--- config.mk ---
export PLATFORM = sky130hd
export DESIGN_NAME = ccff_loader
export DESIGN_NICKNAME = d
export VERILOG_FILES = /design/src/rtl/ccff_pkg.sv /design/src/rtl/ccff_crc8.sv /design/src/rtl/ccff_loader.sv
export SDC_FILE = /design/constraint.sdc
export NUM_CORES = 1
export LEC_CHECK = 0
export BUFFER_PORTS_ARGS = -buffer_cell sky130_fd_sc_hd__buf_2
export CAP_MARGIN = 30
export CORE_MARGIN = 3
export CORE_UTILIZATION = 55
export CTS_CLUSTER_DIAMETER = 200
export CTS_CLUSTER_SIZE = 28
export DETAILED_ROUTE_END_ITERATION = 8
export PLACE_DENSITY = 0.78
export SYNTH_ARGS = -nofsm -noshare
export SYNTH_HDL_FRONTEND = slang
export SYNTH_HIERARCHICAL = 1
export SYNTH_SLANG_ARGS = --single-unit
export TNS_END_PERCENT = 5
--- constraint.sdc ---
create_clock -name prog_clk -period 2.8 [get_ports prog_clk]
set_input_delay 0.14 -clock prog_clk [delete_from_list [all_inputs] [get_ports prog_clk]]
set_output_delay 0.14 -clock prog_clk [all_outputs]
set_load 0.03 [all_outputs]
--- src/rtl/ccff_pkg.sv ---
// ccff_pkg: shared FSM state type and bit-serial CRC-8 helpers for the configuration-chain loader
package ccff_pkg;

    typedef enum logic [1:0] {
        ST_IDLE,
        ST_LOAD,
        ST_READBACK,
        ST_DONE
    } state_e;

    localparam logic [7:0] CRC8_POLY = 8'h07;
    localparam logic [7:0] CRC8_INIT = 8'h00;

    // One bit-serial CRC-8 step: feedback is the outgoing MSB xored with the new bit
    function automatic logic [7:0] crc8_step(input logic [7:0] crc, input logic b);
        logic fb;
        fb = crc[7] ^ b;
        return {crc[6:0], 1'b0} ^ (fb ? CRC8_POLY : 8'h00);
    endfunction

endpackage

--- src/rtl/ccff_crc8.sv ---
// ccff_crc8: serial CRC-8 register with synchronous clear and per-bit enable
module ccff_crc8
    import ccff_pkg::*;
(
    input  logic       prog_clk,
    input  logic       pReset,
    input  logic       clr,
    input  logic       en,
    input  logic       bit_in,
    output logic [7:0] crc
);

    logic [7:0] crc_d;
    logic [7:0] crc_q;

    // Clear wins over a shift so a new operation always starts from the init value
    always_comb begin
        crc_d = clr ? CRC8_INIT : (en ? crc8_step(crc_q, bit_in) : crc_q);
    end

    // CRC state register
    always_ff @(posedge prog_clk or negedge pReset) begin
        if (!pReset) crc_q <= CRC8_INIT;
        else         crc_q <= crc_d;
    end

    assign crc = crc_q;

endmodule

--- src/rtl/ccff_loader.sv ---
// ccff_loader: streams bitstream words LSB-first into a configuration chain, or recirculates it for readback, with CRC-8
module ccff_loader
    import ccff_pkg::*;
#(
    parameter int CHAIN_LEN = 67,
    parameter int WORD_W    = 8
) (
    input  logic              prog_clk,
    input  logic              pReset,
    input  logic              start,
    input  logic              mode,
    input  logic [WORD_W-1:0] s_data,
    input  logic              s_valid,
    output logic              s_ready,
    output logic              ccff_head,
    input  logic              ccff_tail,
    output logic              cfg_shift_en,
    output logic              busy,
    output logic              done,
    output logic [7:0]        crc
);

    localparam int CNT_W = (CHAIN_LEN > 1) ? $clog2(CHAIN_LEN) : 1;
    localparam int IDX_W = (WORD_W > 1) ? $clog2(WORD_W) : 1;
    localparam logic [CNT_W-1:0] CNT_LAST = CNT_W'(CHAIN_LEN - 1);
    localparam logic [IDX_W-1:0] IDX_LAST = IDX_W'(WORD_W - 1);

    state_e            state_q, state_d;
    logic [WORD_W-1:0] buf_q, buf_d;
    logic              buf_valid_q, buf_valid_d;
    logic [IDX_W-1:0]  idx_q, idx_d;
    logic [CNT_W-1:0]  cnt_q, cnt_d;
    logic              crc_clr;
    logic              crc_bit;
    logic              word_end;
    logic              last_cnt;
    logic              last_shift;

    assign word_end   = buf_valid_q && (idx_q == IDX_LAST);
    assign last_cnt   = (cnt_q == CNT_LAST);
    assign last_shift = cfg_shift_en && last_cnt;
    assign busy       = (state_q != ST_IDLE);
    assign done       = (state_q == ST_DONE);

    // FSM state register; reset aborts any operation without a done pulse
    always_ff @(posedge prog_clk or negedge pReset) begin
        if (!pReset) state_q <= ST_IDLE;
        else         state_q <= state_d;
    end

    // Next state: start is only honoured in IDLE, both operations end on the final counted shift
    always_comb begin
        state_d = state_q;
        case (state_q)
            ST_IDLE:              if (start) state_d = mode ? ST_READBACK : ST_LOAD;
            ST_LOAD, ST_READBACK: if (last_shift) state_d = ST_DONE;
            default:              state_d = ST_IDLE;
        endcase
    end

    // Outputs: LOAD shifts only while a word is buffered, READBACK recirculates tail to head
    always_comb begin
        s_ready      = 1'b0;
        ccff_head    = 1'b0;
        cfg_shift_en = 1'b0;
        crc_bit      = 1'b0;
        case (state_q)
            ST_LOAD: begin
                cfg_shift_en = buf_valid_q;
                ccff_head    = buf_q[idx_q];
                crc_bit      = buf_q[idx_q];
                s_ready      = !buf_valid_q || (word_end && !last_cnt);
            end
            ST_READBACK: begin
                cfg_shift_en = 1'b1;
                ccff_head    = ccff_tail;
                crc_bit      = ccff_tail;
            end
            default: ;
        endcase
    end

    // Datapath: word buffer, bit index and shift counter; refill on the last bit of a word avoids bubbles
    always_comb begin
        buf_d       = buf_q;
        buf_valid_d = buf_valid_q;
        idx_d       = idx_q;
        cnt_d       = cnt_q;
        crc_clr     = 1'b0;
        if (state_q == ST_IDLE && start) begin
            buf_valid_d = 1'b0;
            idx_d       = '0;
            cnt_d       = '0;
            crc_clr     = 1'b1;
        end
        if (cfg_shift_en && !last_cnt) cnt_d = cnt_q + 1'b1;
        if (state_q == ST_LOAD && cfg_shift_en) begin
            idx_d       = (word_end || last_cnt) ? '0 : idx_q + 1'b1;
            buf_valid_d = !word_end && !last_cnt;
        end
        if (s_valid && s_ready) begin
            buf_d       = s_data;
            buf_valid_d = 1'b1;
            idx_d       = '0;
        end
    end

    // Datapath registers
    always_ff @(posedge prog_clk or negedge pReset) begin
        if (!pReset) begin
            buf_q       <= '0;
            buf_valid_q <= 1'b0;
            idx_q       <= '0;
            cnt_q       <= '0;
        end else begin
            buf_q       <= buf_d;
            buf_valid_q <= buf_valid_d;
            idx_q       <= idx_d;
            cnt_q       <= cnt_d;
        end
    end

    ccff_crc8 u_crc8 (
        .prog_clk (prog_clk),
        .pReset   (pReset),
        .clr      (crc_clr),
        .en       (cfg_shift_en),
        .bit_in   (crc_bit),
        .crc      (crc)
    );

endmodule

==> impl_metrics.ini <==
[status]
outcome = finished clean

[critical_path]
crit_type = register to register
worstPathArrival_ns = 2.44
worst_setup_path_start_kind = register
end_kind = register
critPathRequiredTime_ns = 3.02
slowest_delay_ns = 0.47
slowest_stage = ha_1
cp_max_fo = 9
cp_cell_sequence = inv_1 > ha_1 > nand2_1 > o21ai_0 > xnor2_1 > or4_1 > o311ai_1
cp_top_family = simple AND/OR/NAND/NOR gates
path_buf_inv = 1

[sta]
rsz0062_at_grt = false
slew_viol_final = 0
finalClockSkew_ns = 0.00642
slew_headroom = 0.531
hold_viol = 0
final.min_clock_period_ns = 2.21
period_share = 0.791
tightest_slew_ns = 0.704
max_freq_mhz = 452
setup_viol = 0
tns_ns = 0

[hold_path]
hold_path.class = primary input to register

[global_route]
grt_max_degree = 30
grt_pass1_wl_mm = 5.43
grtUsageTotal = 0.202
grt_overflow = 0
antenna_found_initial = 0
grt_pass1_vias = 1184

[clock_tree]
cts_hold_buf = 1
cts_tree = built
clk_latency_ns = 0.32
cts_made_buffers = 5
cts.path.max_buffers = 2
ctsResizeCount = 0
cts_setup_buffers = 0
cts_max_level = 2
cts_root_buf = clkbuf_4
cts.sinks = 29
cts.clk_slew.worst_paths_ns = 0.09

[cells_and_area]
final_cell_mix = dfrtp_1, buf_2, nor2_1, mux2i_1, ha_1
area_growth_pct = 14.7
num_antenna_cells = 0
regArea_um2 = 726
fin_area_um2 = 1880
multiInputGateArea_um2 = 850
mostFrequentLayoutCell = dfrtp_1
fillCellCount = 237
drive_gt1_frac = 0.301
final_nets = 194

[synthesis]
syn_nets = 163
synth_area_per_cell_um2 = 11.6
async_flop_share = 1.00
syn_inst = 141
synth_seq_area_share = 0.443
synth_seq_cells = 29
synth_ff_type = dfrtp_1
netlist_area_um2 = 1640
yosysUniqueCellTypes = 41
synth_warnings = 6
synth_edf_count = 0

[power_and_ir_drop]
powerDensity_nw_per_um2 = 1120
ir_worst_vdd_mv = 0.492
p_leak_uw = 0.000906

[floorplan]
ioPinCount = 27
num_rows = 19
die_w_um = 60.6
core-area_um2 = 2810
die_h_um = 60.6
die_area_um2 = 3670
start_util = 0.584

[routing]
vias = 1198
vias_per_cell = 5.87
drtIter0Drc = 31
ant_nets = 0
drt-total-wl_mm = 3.13
first_pass_iters = 4
wire_per_inst_um = 15.3
drc_errors = 0

[placed_design]
hpwl_mm = 2.37
place_congestion = 0.761
placed_area_um2 = 1790
port_buffers = 26

[flow_run]
cap_violations = 0
==> Yosys cell counts, drive strengths merged (2+ instances only) <==
cell type / n / share of area
and2: 4 / 0.015
buf: 5 / 0.023
a22oi: 2 / 0.0092
a211o: 2 / 0.011
o311ai: 2 / 0.021
nand3b: 2 / 0.0092
or4: 2 / 0.0092
nor3b: 2 / 0.0092
mux2: 10 / 0.082
or2b: 2 / 0.0092
nor2: 12 / 0.027
o2bb2ai: 2 / 0.011
nand3: 6 / 0.018
ha: 8 / 0.061
a21oi: 5 / 0.018
inv: 7 / 0.016
mux2i: 8 / 0.049
nand2: 4 / 0.0092
dfrtp: 29 / 0.44
o211ai: 4 / 0.018
o21ai: 5 / 0.015
a21o: 3 / 0.014
xor2: 2 / 0.011
==> cell type report <==
| class | instances | area share |
|---|---|---|
| clock buffer | 7 | 0.0293 |
| clock inverter | 1 | 0.0160 |
| inverter | 7 | 0.0140 |
| multi-input combinational | 100 | 0.452 |
| sequential | 29 | 0.386 |
| tap | 31 | 0.0206 |
| timing repair buffer | 29 | 0.0825 |
==> metal layers <==
metal,track usage,routed length [um]
met1,0.265,1370
met3,0.0574,155
met4,0.0681,49
met5,0,0
met2,0.321,1550
==> registers in the layout (all words and copies together), names as in the netlist <==
signal / count
state_q: 2
buf_q: 8
cnt_q: 7
u_crc8/crc: 8
buf_valid_q: 1
idx_q: 3
==> kinds of logic after synthesis <==
| group | synth area share |
|---|---|
| xor+xnor | 0.0160 |
| compound gates | 0.144 |
| flops | 0.443 |
| mux | 0.145 |
| fa+ha+maj | 0.0611 |
| buf+inv | 0.0389 |
| simple gates | 0.152 |
==> path summary, 6_finish.rpt <==
check | slack [ns] | end | cells past startpoint | startpoint
worst min-delay path | 0.04 | buf_q[4] | 2 | s_data[4]
worst min register to register | 0.51 | buf_q[0] | 1 | buf_q[0]
worst max register to register | 0.59 | u_crc8/crc[2] | 7 | state_q[0]
worst max-delay path | 0.59 | u_crc8/crc[2] | 7 | state_q[0]
max in group asynchronous | 2.02 | buf_q[6] | 2 | pReset
min in group asynchronous | 0.37 | u_crc8/crc[0] | 2 | pReset
==> power breakdown <==
| group | total, uW | switching (uW) | leakage, uW | internal (uW) |
|---|---|---|---|---|
| clock | 351 | 138 | 0.0000455 | 213 |
| combinational | 1050 | 606 | 0.000484 | 448 |
| sequential | 697 | 127 | 0.000377 | 570 |
==> stage by stage <==
stage                     setup WS [ns]   util  hold slack [ns]  power [uW]  cells
after floorplan                   0.159      -           -0.156        1520    141
after global placement            0.738  0.636            0.194        1700    195
after detailed placement          0.619  0.636            0.206        1760    195
after CTS                         0.598  0.670           0.0299        2120    204
after global routing              0.374  0.670           0.0343        2260    204
final                             0.586  0.670           0.0443        2100    204
(Power assumes the default switching activity.)
